**src/rtl/pc_ctrl_pkg.sv**
```systemverilog
// pc_ctrl_pkg: shared state, opcode-class, exception-cause and PC-mux encodings
package pc_ctrl_pkg;
  typedef enum logic [2:0] {RESET_S, FETCH, DECODE, EXEC, EXC_SAVE, EXC_JUMP} state_t;
  localparam logic [2:0] OP_ALU = 3'd0;
  localparam logic [2:0] OP_BEQ = 3'd1;
  localparam logic [2:0] OP_BNE = 3'd2;
  localparam logic [2:0] OP_J   = 3'd3;
  localparam logic [2:0] OP_JAL = 3'd4;
  localparam logic [2:0] OP_JR  = 3'd5;
  localparam logic [2:0] OP_RTE = 3'd6;
  localparam logic [2:0] OP_INV = 3'd7;
  localparam logic [1:0] EXC_INV  = 2'd0;
  localparam logic [1:0] EXC_OVF  = 2'd1;
  localparam logic [1:0] EXC_DIV0 = 2'd2;
  localparam logic [1:0] EXC_BUS  = 2'd3;
  localparam logic [1:0] PCSEL_SEQ    = 2'd0;
  localparam logic [1:0] PCSEL_ALUOUT = 2'd1;
  localparam logic [1:0] PCSEL_JUMP   = 2'd2;
  localparam logic [1:0] PCSEL_EXC    = 2'd3;
endpackage

```
**src/rtl/pc_ctrl_timer.sv**
```systemverilog
// pc_ctrl_timer: saturating fetch-wait counter with clear and terminal-count flag
module pc_ctrl_timer #(
  parameter int MAX = 15,
  parameter int TW  = 8
) (
  input  logic clk,
  input  logic reset,
  input  logic i_clr,
  input  logic i_inc,
  output logic o_tc
);
  logic [TW-1:0] r_cnt;
  always_ff @(posedge clk)
    if (reset || i_clr) r_cnt <= '0;
    else if (i_inc && r_cnt != '1) r_cnt <= r_cnt + 1'b1;
  assign o_tc = r_cnt == TW'(MAX - 1);
endmodule

```
**src/rtl/pc_ctrl.sv**
```systemverilog
// pc_ctrl: multicycle sequencer driving the PC source mux, PC/IR/EPC strobes and exception entry/return
module pc_ctrl
  import pc_ctrl_pkg::*;
#(
  parameter int MEM_TIMEOUT = 15,
  parameter int TW          = 8
) (
  input  logic       clk,
  input  logic       reset,
  input  logic [2:0] op_kind,
  input  logic       alu_zero,
  input  logic       exc_ovf,
  input  logic       exc_div0,
  input  logic       stall,
  input  logic       mem_ready,
  output logic       mem_rd,
  output logic       ir_write,
  output logic [1:0] pc_sel,
  output logic       pc_write,
  output logic       epc_write,
  output logic       vec_epc,
  output logic [1:0] exc_code,
  output logic       exc_en
);
  state_t     r_state, w_next;
  logic [1:0] r_exc_code, w_cause;
  logic       r_exc_en, w_take, w_rte, w_tc, w_wait;
  assign w_wait = r_state == FETCH && !mem_ready;
  pc_ctrl_timer #(.MAX(MEM_TIMEOUT), .TW(TW)) u_timer (
    .clk(clk), .reset(reset), .i_clr(!w_wait), .i_inc(w_wait), .o_tc(w_tc)
  );
  always_ff @(posedge clk)
    if (reset) begin
      r_state    <= RESET_S;
      r_exc_code <= EXC_INV;
      r_exc_en   <= 1'b1;
    end else begin
      r_state <= w_next;
      if (w_take) r_exc_code <= w_cause;
      if (r_state == EXC_SAVE) r_exc_en <= 1'b0;
      else if (w_rte) r_exc_en <= 1'b1;
    end
  always_comb begin
    w_next    = r_state;
    mem_rd    = 1'b0;
    ir_write  = 1'b0;
    pc_sel    = PCSEL_SEQ;
    pc_write  = 1'b0;
    epc_write = 1'b0;
    vec_epc   = 1'b0;
    w_take    = 1'b0;
    w_cause   = EXC_INV;
    w_rte     = 1'b0;
    case (r_state)
      RESET_S: w_next = FETCH;
      FETCH: begin
        mem_rd   = 1'b1;
        ir_write = mem_ready;
        pc_write = mem_ready;
        w_take   = w_wait && w_tc && r_exc_en;
        w_cause  = EXC_BUS;
        w_next   = mem_ready ? DECODE : w_take ? EXC_SAVE : FETCH;
      end
      DECODE: begin
        w_take = op_kind == OP_INV && r_exc_en;
        w_next = w_take ? EXC_SAVE : op_kind == OP_INV ? FETCH : EXEC;
      end
      EXEC: if (!stall) begin
        // a pending arithmetic exception suppresses the commit in the same cycle
        w_take  = op_kind == OP_ALU && (exc_ovf || exc_div0) && r_exc_en;
        w_cause = exc_ovf ? EXC_OVF : EXC_DIV0;
        w_next  = w_take ? EXC_SAVE : FETCH;
        w_rte   = !w_take && op_kind == OP_RTE;
        vec_epc = w_rte;
        pc_sel  = w_take ? PCSEL_SEQ :
                  (op_kind == OP_J || op_kind == OP_JAL) ? PCSEL_JUMP :
                  op_kind == OP_RTE ? PCSEL_EXC :
                  (op_kind == OP_BEQ || op_kind == OP_BNE || op_kind == OP_JR) ? PCSEL_ALUOUT : PCSEL_SEQ;
        pc_write = w_take ? 1'b0 :
                   op_kind == OP_BEQ ? alu_zero :
                   op_kind == OP_BNE ? !alu_zero : op_kind != OP_ALU;
      end
      EXC_SAVE: begin
        epc_write = 1'b1;
        w_next    = EXC_JUMP;
      end
      EXC_JUMP: begin
        pc_sel   = PCSEL_EXC;
        pc_write = 1'b1;
        w_next   = FETCH;
      end
      default: w_next = RESET_S;
    endcase
  end
  assign exc_code = r_exc_code;
  assign exc_en   = r_exc_en;
endmodule

```
**config.mk**
```make
export PLATFORM = sky130hd
export DESIGN_NAME = pc_ctrl
export DESIGN_NICKNAME = d
export VERILOG_FILES = /design/src/rtl/pc_ctrl_pkg.sv /design/src/rtl/pc_ctrl_timer.sv /design/src/rtl/pc_ctrl.sv
export SDC_FILE = /design/constraint.sdc
export NUM_CORES = 1
export LEC_CHECK = 0
export CELL_PAD_IN_SITES_DETAIL_PLACEMENT = 0
export CELL_PAD_IN_SITES_GLOBAL_PLACEMENT = 1
export CORE_AREA = 3 3 54 56
export DETAILED_ROUTE_END_ITERATION = 6
export DIE_AREA = 0 0 57 59
export GPL_ROUTABILITY_DRIVEN = 0
export PLACE_DENSITY = 0.83
export SLEW_MARGIN = 15
export SYNTH_ARGS = -nofsm -noshare
export SYNTH_HDL_FRONTEND = slang
export SYNTH_SLANG_ARGS = --single-unit
export TNS_END_PERCENT = 5
```
**constraint.sdc**
```tcl
create_clock -name clk -period 2.4 [get_ports clk]
set_input_delay 0.48 -clock clk [delete_from_list [all_inputs] [get_ports clk]]
set_output_delay 0.48 -clock clk [all_outputs]
set_load 0.02 [all_outputs]
```
Word-level counts from Yosys, hierarchy flattened
Cells that the tools add are included.
Widths: inputs -> output; s select.
- bits in registers: 14
- output and inout bits: 10
- logic and storage cells: 72
- add/sub/neg operators: 1
- equal/unequal tests: 15
- mux-type cells: 30
- reduce and logical (&&, ||, !) cells: 22
- operators by type and width (kind ; number):
    $eq 3x3->1 const B ; 6
    $mux 3 ; 5
    $pmux 3 s5 ; 1
    $mux 2 ; 7
    $mux 1 ; 13
    $eq 3x2->1 const B ; 4
    $add 8x1->8 const B ; 1
    $eq 8x4->1 const B ; 1
    $logic_and 1x1->1 ; 8
    $ne 8x8->1 const B ; 1
    $pmux 2 s2 ; 2
    $eq 3x1->1 const B ; 2
    $logic_not 3->1 ; 2
    $pmux 1 s3 ; 2
    $logic_or 1x1->1 ; 5
    $logic_not 1->1 ; 4
    $reduce_bool 3->1 ; 1
    $ne 2x2->1 const B ; 1
    $reduce_bool 2->1 ; 1
    $reduce_or 2->1 ; 1

Logic depth before layout (Yosys ltp)
Gate-level depths: netlist of run 1.
- word-level depth: 9
- depth in mapped cells: 6

By module
From an unflattened synthesis of run 1, not the netlist that was laid out.
- cell total of the unflattened synthesis: 131
- area, all modules: 1013.5 um^2
- modules (own cells, without submodules) (module ; instances ; cells each ; area an instance (um^2)):
    pc_ctrl ; 1 ; 73 ; 556.8
    pc_ctrl_timer ; 1 ; 58 ; 456.7

Least setup slack after synthesis of run 1
No wires, ideal clock.
- path kind: input-to-output
- from: input port op_kind[0]
- to: output port pc_write
- data arrival time: 1599 ps
- data required time: 1920 ps
- slack: 321 ps
- cell stages on the path: 6
- path buffers: 0
- cell sequence: inv_1 -> ha_1 -> nor2b_1 -> a211oi_1 -> a211oi_1 -> o21ai_0
- word-level cells in the longest chain between the ends: 6
- elaborated cells on any way between the ends: 11
- ends and longest elaborated chain (element ; line ; text):
    start, declared ; pc_ctrl.sv:10 ; input logic [2:0] op_kind,
    $eq 3x2->1 (tied with other cells) ; pc_ctrl.sv:81 ; op_kind == OP_BNE ? !alu_zero : op_kind != OP_ALU;
    $mux 1 / $logic_and 1x1->1 (equally long branches) ; pc_ctrl.sv:81, pc_ctrl.sv:70 ;
    $mux 1 / $logic_and 1x1->1 (equally long branches) ; pc_ctrl.sv:80, pc_ctrl.sv:70 ;
    $mux 1 (*) ; pc_ctrl.sv:79 ; pc_write = w_take ? 1'b0 :
    $mux 1 (*) ; pc_ctrl.sv:68 ; EXEC: if (!stall) begin
    $pmux 1 s3 (*) ; pc_ctrl.sv:54 ; case (r_state)
    end, declared ; pc_ctrl.sv:19 ; output logic pc_write,
Mark *: on every way between the ends. The rest lies on a longest branch, timed or not.

Worst setup path in the final report of run 1
- from: input port op_kind[1]
- to: output port pc_write
Same word-level chain as after synthesis.

==> results.md, run 1 <==
- The flow ran to the end, and the final reports show no timing, DRC or antenna violations.
- The layout net count is 172.
- The cell row count is 18.
- Overall power consumption after layout is estimated at 0.000538 W.
- The number of diodes added for antenna fixing is 0.
- The highest ir drop seen on vdd is 495 uV.
- The maximum frequency from static timing analysis is 0.423 GHz.
- The area inside the core boundary is between 0.002 and 0.0025 sq mm.
- The cell count after synthesis came out at 119.
- The vertical extent of the die is between 50 and 60 um.
- The critical path start-end classification is input pin to output pin.
- The total count of hold-check failures in the final report came to 0.
- STA classifies the critical path endpoint as an output pin.
- The clock slew seen by the registers of the worst setup and hold paths is 0.09 ns.
- Across all setup checks in the final design, the least slack found is 0.0333 ns.
- Across all layers, the routed design uses 990 vias.
- After legalization and detailed placement, the total HPWL measured 1.94 mm.
- Setup violations remaining at the end of the flow were counted as 0.
- After the flow finishes, the layout carries non-filler instances totaling ~190.
- Dividing the final minimum period by the clock period gives 98.6%.
- The number of hold buffers added after cts is 0.
- The via count of the first global-routing pass is 957.
- In the final layout, flip-flops and latches occupy 283 sq um.
- The worst clock skew on the final layout is 0.00225 ns.
- Prior to clock tree synthesis, the placed netlist has a worst setup slack of -0.534 ns.
- The detail route stage leaves a number of antenna-violating nets equal to 0.
- The buffer type at the clock tree root is sky130_fd_sc_hd__clkbuf_4.
- The share of synthesized area in the top cell type comes to 28.8%.
- The share of the yosys chip area belonging to registers is 28.8%.
- The later-pin clock latency in the skew report is ~0.28 ns.
- The distinct cell type count after synthesis is 37.
- After global routing the overflow that remains totals 0.
- The longest clock path from root to sink contains 2 buffers.
- The die area is ~0.0034 sq mm.
- Synthesis produced a netlist with a net count of about 140.
- The number of warnings reported in the yosys synthesis log is 0.
- The mapped netlist covers 975 sq um.
- Counting flops and latches in the post-synthesis netlist gives 14.
- The first-pass GRT wire length is 4.18 mm.
- Data arrives at the worst endpoint at around 1.9 ns.
- The initial standard-cell utilization of the core is 39.3%.
- The largest driver fanout on the critical path is 3.
- The vias per cell is 5.35.
- For this design the static power due to leakage is 0.525 nW.
- At the pin with the least slew margin, the transition time is roughly 0.47 ns.
- The number of DRC markers after the initial detailed-route iteration is 25.
- The post-synthesis cell type with the largest combined area is sky130_fd_sc_hd__dfxtp_1.
- Max-cap violations in this run came to 0.
- The final wirelength is 2.48 mm.
- The class of the tightest hold or removal check is flop to flop.
- The power per unit of standard cell area is 395 mW/mm^2.
- Setup repair after global routing could not meet its margin everywhere.
- The floorplan step set the die width to 57 um.
- The global-route total usage across every layer is about 15%.
- The layout filler cell count is approximately 240.
- The startpoint type of the worst setup path is an input pin.
- The area of the multi-input gates is 663 sq um.
- The initial antenna violation count is 0.
- The minimum clock period after layout is 2.37 ns.
- STA puts the critical path data required time at 1.92 ns.
- The layout overhead on the synthesized area is 39.5%.
- The count of boundary I/O pins is 20.
- After detailed routing, the number of remaining DRC violations is 0.
- The post-synthesis average cell area is around 8.2 sq um.
- Input and output buffers added on the ports amount to 19.
- In this run, CTS created clock tree buffers numbering 3.
- Counting tap cells, the placed design contains a total of 181 instances.
- Measured against its own limit, the worst slew margin works out to roughly 68%.
- After synthesis, the cell types taking the most area are sky130_fd_sc_hd__dfxtp_1, sky130_fd_sc_hd__ha_1, sky130_fd_sc_hd__o21ai_0.
- The number of optimization iterations in the first detailed-route pass is 4.
- TritonCTS built the clock tree.
- The CTS sink count is 14.
- CTS built an H-tree with a depth of 1.
- The library cells used most frequently in the layout, excluding fill and tap cells, are sky130_fd_sc_hd__buf_4, sky130_fd_sc_hd__clkdlybuf4s50_1, sky130_fd_sc_hd__dfxtp_1.
- In the final routed layout, each cell accounts on average for 13.4 um.
- The number of pins exceeding their max-slew limit in the final report was 0.
- In the final layout, the share of cells above drive strength 1 is around 25%.
- The maximum number of pins on one net before global-route repair is 10.
- Leaving out fill and tap cells, the most frequent cell in the layout is sky130_fd_sc_hd__buf_4.
-- through the flow --
step                      setup TNS, ns  util, %  hold slack [ns]  instance area (sq um)
after floorplan                       0        -            0.447                    975
after global placement            -1.42     52.8            0.457                   1310
after detailed placement          -1.61     52.8            0.473                   1310
after CTS                        -0.116     53.9            0.486                   1340
after global routing            -0.0581     54.9            0.512                   1360
final                                 0     54.9            0.482                   1360
-- worst paths after layout --
path / startpoint / end / slack, ns / depth (start not counted)
hold reg to reg: exc_code[0]$_SDFFE_PP0P_ / exc_code[0]$_SDFFE_PP0P_ / 0.48 / 2
setup reg to reg: r_state[2]$_SDFFE_PP0P_ / u_timer.r_cnt[2]$_SDFFE_PP0P_ / 0.62 / 5
hold / removal: exc_code[0]$_SDFFE_PP0P_ / exc_code[0]$_SDFFE_PP0P_ / 0.48 / 2
setup / recovery: op_kind[1] / pc_write / 0.03 / 8
-- power by group --
group | switching, W | internal [W]
logic | 0.0000566 | 0.0000650
clock network | 0.0000787 | 0.0000922
registers | 0.00000813 | 0.000237
total | 0.000143 | 0.000394
-- per-layer routing --
layer  up-vias  GRT usage [%]  share of wire (%)
met5         -              0                  0
met4         0           3.31                1.1
met3         4           4.14                3.5
met2        16           25.1                 48
met1       447           20.6                 48
li1        523              -                  -
-- cell families (layout without fill, tap and decap cells) --
kind of cell,count (synthesis),count (layout),synth area share (%)
simple gates,50,50,31.2
flops,14,14,28.8
fa+ha+maj,6,6,7.70
compound gates,34,34,23.5
xor+xnor,3,3,2.70
buf+inv,12,48,6.16
-- sequential cells by signal (all words and copies together), names as in the netlist --
register	cells
exc_code	2
r_state	3
u_timer.r_cnt	8
exc_en	1
-- area by class of cell --
type,instances,share of cell area [%]
Clock buffer,4,2.67
Sequential cell,14,20.8
Tap cell,30,2.76
Multi-Input combinational cell,93,48.8
Timing Repair Buffer,38,23.4
Inverter,6,1.66
-- what timing repair did --
| action | CTS | global route |
|---|---|---|
| pin swaps | 0 | 2 |
| buffers inserted | 0 | 0 |
| setup endpoints to repair | 5 | 7 |
| gates resized for setup | 16 | 14 |
-- worst max-delay path, stage by stage --
cell and delay [ns]:
sky130_fd_sc_hd__clkdlybuf4s50_1 0.49, sky130_fd_sc_hd__inv_1 0.07, sky130_fd_sc_hd__ha_2 0.19, sky130_fd_sc_hd__nor2b_1 0.14, sky130_fd_sc_hd__a211oi_2 0.16, sky130_fd_sc_hd__a211oi_2 0.06, sky130_fd_sc_hd__o21ai_1 0.13, sky130_fd_sc_hd__buf_4 0.16
-- Yosys cell counts, drive strengths merged --
cell / number
nand4: 6
nand3: 3
inv: 6
xnor2: 3
or3: 1
or4b: 2
a21boi: 1
a2111oi: 1
a311oi: 1
nand2b: 2
o311ai: 2
o21bai: 2
nor2b: 5
and3: 2
and4: 2
buf: 2
nor2: 8
a31oi: 3
o21ai: 9
nor3: 4
ha: 6
or4: 1
o31a: 1
dfxtp: 14
a21oi: 6
o21a: 2
a221oi: 1
or2: 1
and4b: 1
nor4b: 3
o41ai: 1
a211oi: 4
nand2: 6
and4bb: 1
and2: 2
clkbuf: 4
(Power assumes the default switching activity.)
==> run 2: changes to the inputs <==
==> constraint.sdc (replaced) <==
create_clock -name clk -period 3 [get_ports clk]
set_input_delay 0.6 -clock clk [delete_from_list [all_inputs] [get_ports clk]]
set_output_delay 0.6 -clock clk [all_outputs]
set_load 0.02 [all_outputs]
==> results.md, run 2 (synthesis results as in run 1) <==
- The die covers 0.00336 sq mm.
- In this run the critical register-to-register path is captured at u_timer.r_cnt[2]$_SDFFE_PP0P_.
- For the final database, setup skew stands at 0.00384 ns.
- TritonCTS created 3 clock buffers.
- The initial antenna violation count came to 0.
- The top cell types in the final layout, fill and taps aside, are sky130_fd_sc_hd__clkdlybuf4s50_1, sky130_fd_sc_hd__dfxtp_1, sky130_fd_sc_hd__o21ai_0, sky130_fd_sc_hd__buf_4, sky130_fd_sc_hd__nor2_1.
- The clock slew seen by the registers of the worst setup and hold paths is 0.08 ns.
- The sequential share of power is 51.2%.
- The busiest layer in global routing is met2.
- In this run the critical register-to-register path is launched from r_state[0]$_SDFFE_PP0P_.
- The internal power is 0.000278 W.
- The net switching power is 0.000106 W.
- The max-cap check violation count is 0.
- The first TritonRoute pass finished after 4 iterations.
- In this run the remaining antenna-violating nets after routing total 0.
- The class of the tightest hold or removal check is flop to flop.
- Of the total power, combinational logic draws roughly 22%.
- Entering global routing, the biggest net connects 13 pins.
- The number of placed instances, taps included, is ~170.
- The number of DRC markers after the initial detailed-route iteration is 21.
- The layout filler cell count is ~250.
- The worst setup path is launched from an input pin.
- The worst setup path is captured at an output pin.
- The vias per cell is 5.61.
- The routed design has 2.28 mm of wire.
- Static timing analysis puts the maximum clock frequency at 0.347 GHz.
- After global routing the overflow that remains totals 0.
- In this run the tightest slew margin relative to its limit is 68.9%.
- The setup-violating endpoint count in the final report is 0.
- By startpoint and endpoint, the worst setup path is classified as input pin to output pin.
- CTS built an H-tree with a depth of 1.
- The fraction of layout instances using a drive strength above 1 is 11.1%.
- Across the VDD grid, the largest voltage drop is about 260 uV.
- The total power consumption of the routed design is 0.000384 W.
- Pin placement for this block handled 20 I/O pins.
- The startpoint of the lowest-slack hold path is exc_code[0]$_SDFFE_PP0P_.
- The average wire per standard cell is 13.1 um.
- On the worst path, the slowest cell contributes a delay of slightly above 0.6 ns.
- In this run the standard cell core region covers 0.00248 sq mm.
- In this run the horizontal extent of the chip is approximately 57 um.
- The pre-CTS setup slack is -0.157 ns.
- After floorplanning, the core was divided into 18 placement rows.
- The required time of the critical path is 2.40 ns.
- The total count of hold-check failures in the final report was 0.
- The die is 59 um tall.
- The number of hold buffers added after CTS was 0.
- The critical path goes through clkdlybuf4s50_1 -> buf_4 -> ha_1 -> buf_4 -> and3_1 -> clkdlybuf4s50_1.
- The area of the multi-input gates is 634 sq um.
- The later pin in the worst-skew pair is clocked with a latency of between 0.2 and 0.3 ns.
- The count of buffers added on input and output ports is 19.
- The CTS sink count is 14.
- The minimum clock period after layout is 2.88 ns.
- The area after detailed placement is around 0.0012 sq mm.
- The clock tree from TritonCTS is yes.
- The worst hold path endpoint is exc_code[0]$_SDFFE_PP0P_.
- The number of cells traversed by the worst register-to-register path is 4.
- The area occupied by registers is ~280 sq um.
- The number of design rule violations left after detail routing is 0.
- The number of diodes added for antenna fixing is 0.
- The number of vias after detailed routing is 976.
- Leaving out fill and tap cells, the most frequent cell in the layout is sky130_fd_sc_hd__clkdlybuf4s50_1.
- The slowest stage of the critical path is the sky130_fd_sc_hd__clkdlybuf4s50_1 cell.
- Of the available clock period, the critical path in the final layout requires 96.0%.
- STA puts the critical path data arrival time at 2.28 ns.
- For this design the ratio of total power to cell area is slightly above 300 mW/mm^2.
- The root buffer cell chosen for the clock tree is sky130_fd_sc_hd__clkbuf_4.
- The met3 capacity usage during global routing is 4.58%.
- Global routing used 23.8% of the available met2 tracks.
- The finished layout holds approximately 170 standard cells, fillers aside.
- The flow ran to the end, and the final reports show no timing, DRC or antenna violations.
- The first global-routing pass estimated about 3.9 mm of wire.
- The finished cells cover 0.00125 sq mm.
- More flip-flops sit in one register than any other, and that register is u_timer.r_cnt.
- For the pin with the worst max-slew slack, the measured transition is 0.461 ns.
- The global-route total usage across every layer is between 10% and 20%.
- The flip-flop count of the largest register after layout is 8.
- Across all register-to-register paths, the minimum setup slack is 1.20 ns.
- For this configuration, the core starts out at a cell density of roughly two fifths.
- The estimated wirelength of the detail-placed design is 1.80 mm.
- Setup slack on the critical path of the routed design comes to 0.119 ns.
- For this design the static power due to leakage is 0.468 nW.
- The worst hold path passes through 2 cells.
- Setup repair after global routing left no endpoint under its margin.
- Global routing consumed, on the met1 layer, 18.9% of the routing resources.
- The via count of the first global-routing pass was 889.
- In the final timing run, aggregate negative setup slack is 0 ns.
- The number of pins exceeding their max-slew limit in the final report is 0.
- In this run, the clock network consumes 27.3% of the power.
- The buffer levels on the longest clock path is 2.
- Of all nets on the critical path, the largest fanout is 3.
- The layout overhead on the synthesized area is 28.0%.
- The final layout contains 162 nets.
- The fraction of power spent switching nets is approximately 28%.
==> run 2: what timing repair did <==
item                       CTS  global route
setup endpoints to repair    3             1
setup buffers                0             0
gates resized for setup      3             3
==> run 2: critical path, delay by kind of cell <==
family,cells,cell delay [ns]
buf+inv,4,1.33
fa+ha+maj,1,0.17
simple gates,1,0.17
==> run 2: per-layer routing <==
metal	routed length, um	vias up
met3	103	2
li1	-	497
met1	1120	460
met2	1050	17
met5	0	-
met4	16	0
==> run 2: cell type report <==
class | count | share of cell area (%)
Timing Repair Buffer | 28 | 20.1
Inverter | 6 | 1.81
Clock buffer | 3 | 1.81
Sequential cell | 14 | 22.5
Multi-Input combinational cell | 93 | 50.9
Tap cell | 30 | 3.01
==> run 2: power by group through the flow <==
stage / registers [W] / clock network [W] / logic (W)
CTS: 0.000197 / 0.000112 / 0.0000833
floorplan: 0.000197 / 0 / 0.0000474
global route: 0.000198 / 0.000120 / 0.0000925
finish: 0.000197 / 0.000105 / 0.0000826
detailed placement: 0.000201 / 0 / 0.0000843
global placement: 0.000201 / 0 / 0.0000828
==> run 2: through the flow <==
stage,hold WS (ns),utilization [%]
2_1_floorplan,0.447,-
3_3_place_gp,0.458,49.7
3_5_place_dp,0.464,49.7
4_1_cts,0.477,50.5
5_1_grt,0.506,50.4
6_report,0.473,50.4
==> run 2: worst max path at each step <==
| stage | endpoint | from | slack, ns |
|---|---|---|---|
| 2_1_floorplan | pc_write | op_kind[0] | 0.68 |
| 3_3_place_gp | pc_write | op_kind[0] | -0.11 |
| 3_5_place_dp | pc_write | op_kind[0] | -0.16 |
| 4_1_cts | vec_epc | op_kind[1] | 0.10 |
| 5_1_grt | vec_epc | op_kind[1] | 0.03 |
| 6_report | vec_epc | op_kind[1] | 0.12 |
